==> src/rtl/div_hilo_ctrl.sv <==
// div_hilo_ctrl
// Sequences the external 32-iteration signed divider for the decode stage and
// owns the HI/LO register pair. It latches the operands, pulses the divider
// start, waits for completion and writes the remainder to HI and the quotient
// to LO. It also services MTHI/MTLO/MFHI/MFLO, and it stalls the requester
// while a divide is in flight.
//
// Ports
//   clock, reset               rising-edge clock, async active-high reset
//   op_valid, op_code[2:0]     op request (0 NOP, 1 DIV, 2 MTHI, 3 MTLO,
//                              4 MFHI, 5 MFLO, 6-7 NOP)
//   rs_data, rt_data [31:0]    dividend / move source, divisor
//   stall                      op not accepted; requester holds the request
//   rd_data [31:0]             HI or LO for an accepted MFHI/MFLO, else 0
//   hi, lo [31:0]              current HI/LO contents
//   busy                       a divide sequence is in progress
//   err                        sticky divide-timeout flag
//   div_start                  one-cycle start pulse to the divider
//   div_dividend, div_divisor  operands latched for the divider
//   div_busy, div_q, div_r     divider status and results

module div_hilo_ctrl #(
    parameter int          TIMEOUT  = 40,
    parameter logic [31:0] ZERO_VAL = 32'hFFFF_FFFF
) (
    input  logic        clock,
    input  logic        reset,
    input  logic        op_valid,
    input  logic [2:0]  op_code,
    input  logic [31:0] rs_data,
    input  logic [31:0] rt_data,
    output logic        stall,
    output logic [31:0] rd_data,
    output logic [31:0] hi,
    output logic [31:0] lo,
    output logic        busy,
    output logic        err,
    output logic        div_start,
    output logic [31:0] div_dividend,
    output logic [31:0] div_divisor,
    input  logic        div_busy,
    input  logic [31:0] div_q,
    input  logic [31:0] div_r
);

    localparam logic [2:0] OP_DIV  = 3'd1;
    localparam logic [2:0] OP_MTHI = 3'd2;
    localparam logic [2:0] OP_MTLO = 3'd3;
    localparam logic [2:0] OP_MFHI = 3'd4;
    localparam logic [2:0] OP_MFLO = 3'd5;

    localparam logic [5:0] CNT_LAST = 6'(TIMEOUT - 1);

    typedef enum logic [1:0] {
        S_IDLE,
        S_LAUNCH,
        S_WAIT
    } state_t;

    state_t      state, state_next;
    logic [5:0]  cnt, cnt_next;
    logic        seen_busy, seen_next;
    logic [31:0] hi_next, lo_next;
    logic [31:0] dvd_next, dvs_next;
    logic        err_next;
    logic        accept;
    logic        done;

    always_ff @(posedge clock or posedge reset) begin
        if (reset) begin
            state        <= S_IDLE;
            cnt          <= '0;
            seen_busy    <= 1'b0;
            hi           <= '0;
            lo           <= '0;
            err          <= 1'b0;
            div_dividend <= '0;
            div_divisor  <= '0;
        end else begin
            state        <= state_next;
            cnt          <= cnt_next;
            seen_busy    <= seen_next;
            hi           <= hi_next;
            lo           <= lo_next;
            err          <= err_next;
            div_dividend <= dvd_next;
            div_divisor  <= dvs_next;
        end
    end

    // Completion requires having seen div_busy rise first. This way the idle
    // divider's low busy flag in the first WAIT cycle is not taken as done.
    always_comb begin
        accept     = op_valid && (state == S_IDLE);
        done       = seen_busy && !div_busy;
        state_next = state;
        cnt_next   = cnt;
        seen_next  = seen_busy;
        hi_next    = hi;
        lo_next    = lo;
        err_next   = err;
        dvd_next   = div_dividend;
        dvs_next   = div_divisor;

        case (state)
            S_IDLE: begin
                if (accept) begin
                    case (op_code)
                        OP_DIV: begin
                            if (rt_data != 32'd0) begin
                                dvd_next   = rs_data;
                                dvs_next   = rt_data;
                                state_next = S_LAUNCH;
                            end else begin
                                hi_next = rs_data;
                                lo_next = ZERO_VAL;
                            end
                        end
                        OP_MTHI: hi_next = rs_data;
                        OP_MTLO: lo_next = rs_data;
                        default: ;
                    endcase
                end
            end
            S_LAUNCH: begin
                cnt_next   = '0;
                seen_next  = 1'b0;
                state_next = S_WAIT;
            end
            S_WAIT: begin
                cnt_next = cnt + 6'd1;
                if (div_busy) begin
                    seen_next = 1'b1;
                end
                if (done) begin
                    hi_next    = div_r;
                    lo_next    = div_q;
                    state_next = S_IDLE;
                end else if (cnt == CNT_LAST) begin
                    err_next   = 1'b1;
                    state_next = S_IDLE;
                end
            end
            default: state_next = S_IDLE;
        endcase
    end

    // MFHI/MFLO return the register contents before any update at this edge.
    always_comb begin
        rd_data = '0;
        if (accept && (op_code == OP_MFHI)) begin
            rd_data = hi;
        end else if (accept && (op_code == OP_MFLO)) begin
            rd_data = lo;
        end
    end

    assign stall     = op_valid && (state != S_IDLE);
    assign busy      = (state != S_IDLE);
    assign div_start = (state == S_LAUNCH);

endmodule
==> config.mk <==
export PLATFORM = sky130hd
export DESIGN_NAME = div_hilo_ctrl
export DESIGN_NICKNAME = d
export VERILOG_FILES = /design/src/rtl/div_hilo_ctrl.sv
export SDC_FILE = /design/constraint.sdc
export NUM_CORES = 1
export LEC_CHECK = 0
export BUFFER_PORTS_ARGS = -buffer_cell sky130_fd_sc_hd__buf_2
export CORE_MARGIN = 5
export CORE_UTILIZATION = 35
export CTS_CLUSTER_DIAMETER = 40
export DETAILED_ROUTE_END_ITERATION = 7
export PLACE_DENSITY = 0.64
export SETUP_SLACK_MARGIN = 0.15
export SLEW_MARGIN = 20
export SYNTH_ARGS = -nofsm -noshare
export SYNTH_HDL_FRONTEND = slang
export SYNTH_SLANG_ARGS = --single-unit
==> constraint.sdc <==
create_clock -name clock -period 10.1 [get_ports clock]
set_input_delay 1.01 -clock clock [delete_from_list [all_inputs] [get_ports clock]]
set_output_delay 1.01 -clock clock [all_outputs]
set_load 0.01 [all_outputs]
[Word-level counts from Yosys, hierarchy flattened]
Index checks and enable logic that the tools add are counted.
Word-level totals
  logic and storage cells: 65
  input port bits: 135
  bits in registers: 138
Cells by class
  eq/ne operators: 17
  reductions and logical operators: 17
  add/sub/neg operators: 1
  mux-type cells: 21
  bitwise gates (word level): 1
Operators by type and width (number)
  32-bit 2-to-1 mux: 8
  32-bit one-hot mux with 2 select lines: 4
  32-bit nonzero test: 1
  6-bit one-hot mux with 2 select lines: 1
  2-bit 2-to-1 mux: 5
  5-bit AND reduction: 2
  4-bit AND reduction: 2
  6-bit by 1-bit adder with 6-bit output, second input constant: 1
  3-bit by 2-bit equality test with 1-bit output, second input constant: 2
  3-bit equality test, second input constant: 2
  6-bit equality test, second input constant: 1
  2-bit inequality test, second input constant: 3
  3-bit by 1-bit inequality test with 1-bit output, second input constant: 2
  3-bit inequality test, second input constant: 2
  2-bit one-hot mux with 3 select lines: 1
  2-bit nonzero test: 3
  1-bit logical AND: 5
  2-bit by 1-bit inequality test with 1-bit output, second input constant: 2
  3-bit by 1-bit equality test with 1-bit output, second input constant: 1
  3-bit AND reduction: 1
  2-bit by 1-bit equality test with 1-bit output, second input constant: 1
  2-bit equality test, second input constant: 1
  2-bit logical NOT: 1
  1-bit one-hot mux with 2 select lines: 1
  other kinds (4): 4

[Longest topological paths before layout]
Gate-level depths: netlist of the first run.
  depth in word-level cells: 5
  depth in mapped cells: 8

[Least setup slack after synthesis of the first run]
OpenSTA, ideal clock, no wires.
  kind: input -> output
  from: input port op_code[0]
  to: output port rd_data[10]
  arrival: 1.949 ns
  cell stages on the path: 4
  path slack: 7.141 ns
  data required time: 9.090 ns
  cells stage by stage: buf_2 -> clkbuf_1 -> mux2i_1 -> nor2_1
Between the ends
  longest elaborated chain between the ends: 4
  elaborated cells on any way between the ends: 6
RTL lines
  from (decl): line 29  | input logic [2:0] op_code,
  3-bit equality test: line 153  | end else if (accept && (op_code == OP_MFLO)) begin
  1-bit logical AND: line 153
  32-bit 2-to-1 mux: line 153
  32-bit 2-to-1 mux *: line 151  | if (accept && (op_code == OP_MFHI)) begin
  to (decl): line 33  | output logic [31:0] rd_data,
Mark *: on every way between the ends. The rest lies on a longest branch, timed or not.

[Final worst setup path of the first run]
  from: register state[0]
  to: output port rd_data[29]
Between the ends
  longest elaborated chain between the ends: 5
  elaborated cells on any way between the ends: 6
RTL lines
  from (decl): line 60  | state_t state, state_next;
  from (signal assigned): line 80  | state <= state_next;
  2-bit logical NOT *: line 94  | accept = op_valid && (state == S_IDLE);
  1-bit logical AND *: line 94
  1-bit logical AND: line 153
  32-bit 2-to-1 mux: line 153
  32-bit 2-to-1 mux *: line 151
Marked as above.

==> qor.csv, run 1 <==
stage,metric,value,unit
grt,grt-ovfl-total,0,
critical_path,cp-end-kind,primary output,
logic_synthesis,yosysTopAreaCellShare,0.513,
logic_synthesis,synthTopCellsByCount,"dfrtp_1 (138), mux2_2 (99), mux2i_1 (64), nor2_1 (37), a2bb2oi_1 (32)",
sta,relSlewSlack,0.281,
floorplanning,die_h,149,um
cts,cts_sinks,138,
logic_synthesis,synthTopCellsByArea,"dfrtp_1 (51%), mux2_2 (17%), mux2i_1 (9.5%), mux2_4 (6.7%), a2bb2oi_1 (4.2%)",
logic_synthesis,seq_area_frac_synth,0.513,
sta,postLayoutSetupSlackWorst,6100,ps
power,p_leak,4.44,nW
floorplanning,dieArea,22100,um2
run,cap_violations,0,
critical_path,slowest_stage,nand3_2,
final_layout,drive_gt1_frac,0.585,
power,power_frac_comb,0.395,
sta,fin_crit,4000,ps
critical_path,crit_path_start_kind,register,
cts,postCtsSetupRepairBufs,0,
final_layout,syn_to_final_growth,35.1,%
drt,viasPerCell,4.81,
sta,worstMarginPinSlew,1080,ps
power,power_density,305,nW/um2
final_layout,n_antenna_cell,0,
grt,grtUsageTotal,0.181,
grt,grt_max_degree,72,
power,power_frac_seq,0.361,
logic_synthesis,synth_seq_cells,138,
logic_synthesis,syn_area,6730,um2
power,p_total,0.00277,W
critical_path,crit_required,9090,ps
cts,cts_tree,done,
cts,cts_resized,0,
placement,portBuffers,298,
logic_synthesis,synthArstFlopShare,1.00,
sta,fmax,0.250,GHz
cts,root_buffer,clkbuf_16,
final_layout,multi_input_area,3080,um2
sta,rsz0062_at_grt,false,
status,status,completed,
logic_synthesis,syn_nets,642,
cts,hold_buffers,0,
critical_path,critPathBufInv,3,
grt,grt_pass1_wl,31000,um
drt,wire_per_inst,18.6,um
critical_path,worst_path_largest_cell_delay,750,ps
critical_path,worstPathCellList,inv_1 > ha_1 > inv_1 > nor2_1 > nand3_2 > nor2_1 > buf_2,
cts,clk_latency,420,ps
cts,cts_buffers,17,
cts,cts_max_level,4,
drt,vias,5129,
logic_synthesis,yosysMostFrequentCell,dfrtp_1,
critical_path,crit_type,reg -> out,
drt,drc,0,
final_layout,fillers,1726,
final_layout,num-nets-final,933,
cts,cts_buffer_depth,2,
final_layout,seqCellArea,3450,um2
floorplanning,core,18800,um2
placement,globalplace.congestion,0.855,
floorplanning,start_util,0.357,
sta,hold_ws,478,ps
floorplanning,rows,50,
drt,dr.pass1.iters,4,
power,swShare,0.343,
power,vdd_drop_max,0.133,mV
sta,slew_violations,0,
logic_synthesis,synth_area_leader_cell,dfrtp_1,
logic_synthesis,synth_flop_cell,dfrtp_1,
grt,grt_pass1_vias,5523,
sta,finalCritPeriodShare,0.396,
placement,hpwl,13900,um
worst_hold_path,holdCritPathClass,reg -> reg,
floorplanning,die_x,149,um
sta,skew,7.40,ps
cts,path_clk_slew,60,ps
logic_synthesis,ys_types,34,
logic_synthesis,avgSynthCellArea,13.4,um2
drt,antenna_left,0,
power,p_sw,0.000952,W
placement,pre_cts_slack,6410,ps
grt,antenna_found_initial,0,
logic_synthesis,synth_cells,503,
critical_path,crit_family,simple AND/OR/NAND/NOR gates,
critical_path,crit_path_max_fanout,32,
drt,wirelength,19800,um
logic_synthesis,ys_warn_count,0,
drt,drtIter0Drc,142,
power,internal_power,0.00182,W
logic_synthesis,synth_edf_count,0,
sta,final-setup-viol-count,0,
power,p_clk_frac,0.244,
critical_path,arrival,2990,ps
placement,dp_cells,1034,
floorplanning,pin_count,299,
final_layout,instances_no_fill,1067,
sta,setup_tns,0,ps
sta,hold_viol,0,
==> power by group through the flow <==
stage / combinational [W] / sequential (W) / clock (W)
floorplan: 0.000550 / 0.00110 / 0
global placement: 0.00109 / 0.00100 / 0
detailed placement: 0.00111 / 0.00100 / 0
CTS: 0.00111 / 0.00100 / 0.000695
global route: 0.00118 / 0.00104 / 0.000720
finish: 0.00110 / 0.00100 / 0.000676
==> cell usage in the layout, fill, tap and decap left out, types with 2 or more instances in the layout <==
cell type,n
buf_2,298
dfrtp_1,138
mux2_2,99
mux2i_1,64
nor2_1,37
a2bb2oi_1,32
mux2_4,30
clkbuf_16,17
o21ai_0,10
inv_1,9
nor4_1,8
nand2_1,8
clkinv_4,6
nand3_1,4
bufinv_16,4
buf_4,4
nor2b_1,3
nand4_1,3
nand2b_1,3
ha_1,3
xor2_1,2
inv_6,2
a21oi_4,2
a21oi_1,2
==> final cells by class <==
class,count,area share
multi-input cells,324,0.339
clock buffers,19,0.0487
clock inverters,13,0.0213
inverters,10,0.00468
flip-flops and latches,138,0.380
repair buffers,303,0.170
well taps,260,0.0358
==> final timing paths <==
check / slack [ps] / to / cells after the start / start
max in group asynchronous: 8100 / hi[12] / 3 / reset
min: 480 / err / 1 / err
min in group asynchronous: 650 / div_divisor[12] / 2 / reset
max: 6100 / rd_data[29] / 7 / state[0]
min reg2reg: 480 / err / 1 / err
max reg2reg: 7330 / lo[11] / 7 / state[0]
==> kinds of logic (layout without fill, tap and decap cells) <==
group | count (synthesis) | after routing | share of synthesized area
AND/OR/NAND/NOR | 73 | 73 | 0.0519
flip-flops | 138 | 138 | 0.513
AO/OA/AOI/OAI | 52 | 52 | 0.0616
multiplexers | 193 | 193 | 0.328
adder cells (fa/ha/maj) | 4 | 4 | 0.00744
buffers and inverters | 41 | 345 | 0.0350
XOR/XNOR | 2 | 2 | 0.00261
==> routing by layer <==
metal / GRT usage / wire (um) / part of all wire
met1: 0.225 / 8290 / 0.42
met2: 0.297 / 9750 / 0.49
met3: 0.0536 / 1330 / 0.067
met4: 0.0665 / 448 / 0.023
met5: 0 / 0 / 0
==> sequential cells by signal (all words and copies together) (netlist names) <==
name	count
lo	32
div_dividend	32
seen_busy	1
err	1
hi	32
state	2
cnt	6
div_divisor	32
==> through the flow <==
| step | cell area (um2) | utilization |
|---|---|---|
| 4_1_cts | 9060 | 0.481 |
| 3_3_place_gp | 8420 | 0.447 |
| 5_1_grt | 9090 | 0.483 |
| 2_1_floorplan | 6730 | - |
| 3_5_place_dp | 8420 | 0.447 |
| 6_report | 9090 | 0.483 |
No activity file was read; power rests on OpenSTA's default activity.
==> run 2, diff against run 1 <==
- ABC_AREA: unset -> 1
- clock period: 10.1 -> 3.8 ns (I/O delays scaled with it)
==> qor.csv, run 2 <==
stage,metric,value,unit
status,status,completed,
floorplanning,die_x,151,um
sta,final-setup-viol-count,0,
logic_synthesis,syn_nets,1083,
placement,globalplace.congestion,0.831,
power,internal_power,0.00442,W
critical_path,crit_type,reg -> out,
floorplanning,pin_count,299,
logic_synthesis,synthTopCellsByArea,"dfrtp_1 (50%), nand2_1 (21%), nand3_1 (12%), o21ai_1 (4.7%), inv_1 (3.7%)",
power,power_density,842,nW/um2
power,power_frac_seq,0.350,
final_layout,layout_commonest_cell,nand2_1,
logic_synthesis,ys_warn_count,0,
final_layout,final_util,0.472,
cts,cts_buffers,17,
sta,hold_viol,0,
grt,grt_max_degree,139,
grt,antenna_found_initial,2,
logic_synthesis,seq_area_frac_synth,0.497,
grt,grt_pass1_wl,36100,um
placement,place_area,8630,um2
critical_path,slowest_stage,nor2_4,
floorplanning,dieArea,22700,um2
placement,hpwl,16500,um
cts,clk_latency,420,ps
logic_synthesis,synth_edf_count,0,
worst_hold_path,holdCritPathClass,in -> async,
final_layout,final_cell_mix,"nand2_1 (381), buf_2 (298), nand3_1 (165)",
critical_path,arrival,2590,ps
final_layout,num-nets-final,1352,
sta,skew,7.77,ps
critical_path,reg2regPathDepth,9,
power,p_leak,5.30,nW
drt,dr.pass1.iters,5,
floorplanning,die_h,151,um
sta,relSlewSlack,0.369,
sta,hold_ws,170,ps
grt,grt-ovfl-total,0,
drt,drc,0,
drt,wire_per_inst,15.5,um
critical_path,crit_top_cell,nand2_1,
critical_path,worst_path_largest_cell_delay,600,ps
critical_path,cp-end-kind,primary output,
critical_path,worstPathCellList,inv_1 > ha_1 > nand2_1 > nor2_4 > buf_12 > nand3_1 > nand2_1 > buf_2,
cts,postCtsSetupRepairBufs,0,
critical_path,r2r_end,lo[0],
logic_synthesis,syn_area,6940,um2
cts,cts_sinks,138,
power,vdd_drop_max,0.323,mV
logic_synthesis,avgSynthCellArea,7.35,um2
logic_synthesis,synth_area_leader_cell,dfrtp_1,
sta,worstMarginPinSlew,944,ps
grt,grtUsageTotal,0.203,
logic_synthesis,synth_cells,944,
sta,rsz0062_at_grt,false,
final_layout,syn_to_final_growth,32.8,%
run,cap_violations,0,
drt,viasPerCell,4.72,
drt,antenna_left,0,
cts,cts_tree,done,
critical_path,crit_required,3420,ps
logic_synthesis,synth_seq_cells,138,
logic_synthesis,ys_types,28,
drt,drtIter0Drc,396,
critical_path,rr_startpoint,state[0],
cts,cts_buffer_depth,2,
sta,slew_violations,0,
final_layout,stdcell_area,9220,um2
sta,fin_crit,2970,ps
grt,grt_pass1_vias,6813,
cts,hold_buffers,0,
critical_path,crit_path_max_fanout,34,
sta,setup_tns,0,ps
power,p_sw,0.00334,W
drt,vias,7048,
cts,cts_max_level,4,
logic_synthesis,synthArstFlopShare,1.00,
power,p_clk_frac,0.214,
final_layout,drive_gt1_frac,0.294,
drt,wirelength,23100,um
floorplanning,rows,51,
power,p_total,0.00776,W
floorplanning,start_util,0.356,
cts,root_buffer,clkbuf_16,
logic_synthesis,synth_flop_cell,dfrtp_1,
cts,path_clk_slew,60,ps
sta,fmax,0.337,GHz
critical_path,crit_path_start_kind,register,
logic_synthesis,synthTopCellsByCount,"nand2_1 (381), nand3_1 (165), dfrtp_1 (138), inv_1 (69), o21ai_1 (65)",
cts,cts_resized,0,
critical_path,reg2reg_slack,1120,ps
power,power_frac_comb,0.437,
power,swShare,0.431,
floorplanning,core,19500,um2
placement,portBuffers,298,
logic_synthesis,yosysTopAreaCellShare,0.497,
logic_synthesis,yosysMostFrequentCell,nand2_1,
sta,finalCritPeriodShare,0.782,
-- run 2: cell count changes after synthesis, moves of 9 or more --
cell       delta
nand2_1     +373
o21ai_0       -9
inv_2         +9
nand3_1     +160
buf_2        +27
mux2_2       -99
o21ai_1      +65
inv_1        +59
mux2i_1      -64
a2bb2oi_1    -32
buf_6         -9
nor2_1       -13
mux2_4       -30
-- run 2: final cells by class --
type | instances | area (um2)
clock inverters | 12 | 141
flip-flops and latches | 138 | 3450
multi-input cells | 668 | 2940
well taps | 265 | 332
clock buffers | 20 | 447
inverters | 79 | 300
fillers | 2007 | 10300
repair buffers | 309 | 1600
diodes | 1 | 2.50
-- run 2: logic make-up after synthesis --
kind of cell,synth area share
AO/OA/AOI/OAI,0.0575
XOR/XNOR,0.00126
adder cells (fa/ha/maj),0.00721
buffers and inverters,0.0826
flip-flops,0.497
AND/OR/NAND/NOR,0.354
-- run 2: how the worst max path moves through the flow --
stage | start | endpoint | slack (ps)
after floorplan | reset | cnt[0] | 1700
after global placement | state[0] | lo[6] | 1190
after detailed placement | state[0] | lo[9] | 1090
after CTS | state[0] | rd_data[14] | 840
after global routing | state[0] | rd_data[1] | 630
final | state[0] | rd_data[14] | 830
-- run 2: through the flow --
stage | setup WS, ps | std cells
final | 829 | 1492
after global routing | 626 | 1491
after CTS | 842 | 1491
after detailed placement | 1090 | 1459
after global placement | 1190 | 1459
after floorplan | 1700 | 944
-- run 2: routing by layer --
layer  wire length (um)  part of all wire  global-route usage  vias to the layer above
met4                472             0.020              0.0689                        4
met5                 21           0.00091                   0                        -
met2              11100              0.48               0.334                      251
met1               9760              0.42               0.260                     3209
met3               1770             0.077              0.0551                       33
li1                   -                 -                   -                     3551
-- run 2: worst max-delay path: cells and delay by family, from the launching register on --
kind / cells / cell delay [ps]
fa+ha+maj: 1 / 320
buf+inv: 3 / 490
flops: 1 / 410
simple gates: 4 / 940
-- run 2: power groups by stage --
stage                     logic (W)  registers (W)  clock network, W
after floorplan             0.00180        0.00295                 0
after global placement      0.00339        0.00273                 0
after detailed placement    0.00346        0.00272                 0
after CTS                   0.00346        0.00271           0.00171
after global routing        0.00384        0.00280           0.00178
final                       0.00339        0.00271           0.00166
==> run 3, diff against run 2 <==
- clock period: 3.8 -> 2.9 ns (I/O delays scaled with it)
==> qor.csv, run 3 (synthesized netlist as in run 2, its figures left out) <==
stage,metric,value,unit
status,status,completed,
drt,wire_per_inst,15.7,um
final_layout,drive_gt1_frac,0.296,
power,internal_power,0.00606,W
sta,skew,9.98,ps
placement,dp_cells,1463,
drt,drtIter0Drc,271,
floorplanning,core,19500,um2
floorplanning,dieArea,22700,um2
critical_path,worst_path_largest_cell_delay,400,ps
critical_path,crit_required,2610,ps
worst_hold_path,holdCritPathClass,in -> reg,
run,cap_violations,0,
sta,hold_viol,0,
grt,grt_pass1_wl,36900,um
power,vdd_drop_max,0.440,mV
critical_path,critPathBufInv,3,
power,p_clk_frac,0.226,
floorplanning,die_x,151,um
cts,clk_latency,410,ps
sta,final-setup-viol-count,0,
drt,drc,0,
drt,antenna_left,0,
grt,grt_max_degree,105,
sta,rsz0062_at_grt,false,
grt,grt-ovfl-total,0,
sta,worstMarginPinSlew,1010,ps
critical_path,slowest_stage,dfrtp_1,
cts,cts_buffer_depth,2,
power,p_total,0.0104,W
power,p_leak,5.38,nW
critical_path,arrival,2170,ps
sta,slew_violations,0,
drt,viasPerCell,4.76,
sta,setup_tns,0,ps
drt,wirelength,23500,um
final_layout,num-nets-final,1357,
floorplanning,start_util,0.356,
power,power_frac_seq,0.340,
final_layout,layout_commonest_cell,nand2_1,
final_layout,instances_no_fill,1496,
final_layout,syn_to_final_growth,34.5,%
drt,dr.pass1.iters,5,
floorplanning,pin_count,299,
cts,postCtsSetupRepairBufs,0,
power,swShare,0.419,
sta,relSlewSlack,0.324,
power,power_density,1120,nW/um2
drt,vias,7120,
placement,portBuffers,298,
power,power_frac_comb,0.434,
critical_path,cp-end-kind,primary output,
grt,antenna_found_initial,3,
cts,cts_buffers,17,
cts,cts_tree,done,
cts,cts_sinks,138,
floorplanning,die_h,151,um
final_layout,final_cell_mix,"nand2_1 (381), buf_2 (298), nand3_1 (165)",
sta,fin_crit,2460,ps
cts,path_clk_slew,60,ps
cts,cts_resized,0,
critical_path,crit_path_start_kind,register,
grt,grtUsageTotal,0.207,
cts,cts_max_level,4,
cts,root_buffer,clkbuf_16,
placement,globalplace.congestion,0.811,
critical_path,crit_family,simple AND/OR/NAND/NOR gates,
sta,fmax,0.407,GHz
critical_path,worstPathCellList,inv_1 > ha_1 > nand2_1 > nor2_4 > buf_12 > nand3_1 > nand2_1 > buf_2,
placement,hpwl,16900,um
critical_path,crit_type,reg -> out,
floorplanning,rows,51,
sta,finalCritPeriodShare,0.848,
power,p_sw,0.00436,W
grt,grt_pass1_vias,7082,
critical_path,crit_top_cell,nand2_1,
critical_path,crit_path_max_fanout,64,
run 3: cell count changes in the layout (fill, tap and decap cells not counted), sizes merged:
| cell | before | now |
|---|---|---|
| clkbuf | 20 | 18 |
| bufinv | 2 | 5 |
| buf | 309 | 313 |
| dlygate4sd3 | 0 | 1 |
| diode | 1 | 2 |
| inv | 80 | 77 |
| clkinvlp | 6 | 2 |
| clkinv | 3 | 7 |
run 3: worst register-to-register path: stages (launching register included):
cell	delay, ps
dfrtp_1	370
inv_1	70
ha_1	290
inv_2	130
nor2_1	60
a21oi_1	150
o211ai_2	160
nor2_4	250
nand2_2	460
nand2_1	210
nand2_1	60
run 3: final timing paths:
path	start	to	slack, ps	cells after the start
max	state[0]	rd_data[28]	440	8
min	rt_data[9]	div_divisor[9]	110	3
max reg2reg	state[0]	hi[0]	560	10
min reg2reg	err	err	470	1
max in group asynchronous	reset	div_dividend[31]	1690	4
min in group asynchronous	reset	div_dividend[5]	500	3
run 3: final cells by class:
class	count	area (um2)
Fill cell	2037	10200
Timing Repair Buffer	314	1660
Tap cell	265	332
Inverter	79	300
Multi-Input combinational cell	668	2940
Clock buffer	18	439
Antenna cell	2	5.00
Sequential cell	138	3450
Clock inverter	12	199
run 3: what timing repair did:
item / CTS / global route
hold buffers: 1 / 0
hold endpoints to repair: 23 / 0
endpoints found under the setup margin: 0 / 0
run 3: stage by stage:
step	utilization	instance area (um2)	setup slack (ps)	hold WS, ps
finish	0.478	9330	440	115
global route	0.478	9330	247	100
CTS	0.478	9330	436	94.2
detailed placement	0.445	8680	534	395
global placement	0.445	8680	606	388
floorplan	-	6950	889	421
run 3: power by group through the flow:
stage | Combinational [W] | Clock, W | Sequential [W]
after global routing | 0.00514 | 0.00249 | 0.00366
after detailed placement | 0.00460 | 0 | 0.00356
after global placement | 0.00449 | 0 | 0.00356
final | 0.00452 | 0.00236 | 0.00354
after floorplan | 0.00236 | 0 | 0.00386
after CTS | 0.00461 | 0.00242 | 0.00355
run 3: metal layers:
metal | vias to the layer above | share of wire | track usage
li1 | 3551 | - | -
met1 | 3292 | 0.42 | 0.257
met2 | 242 | 0.49 | 0.350
met3 | 33 | 0.074 | 0.0548
met4 | 2 | 0.019 | 0.0730
met5 | - | 0.00055 | 0
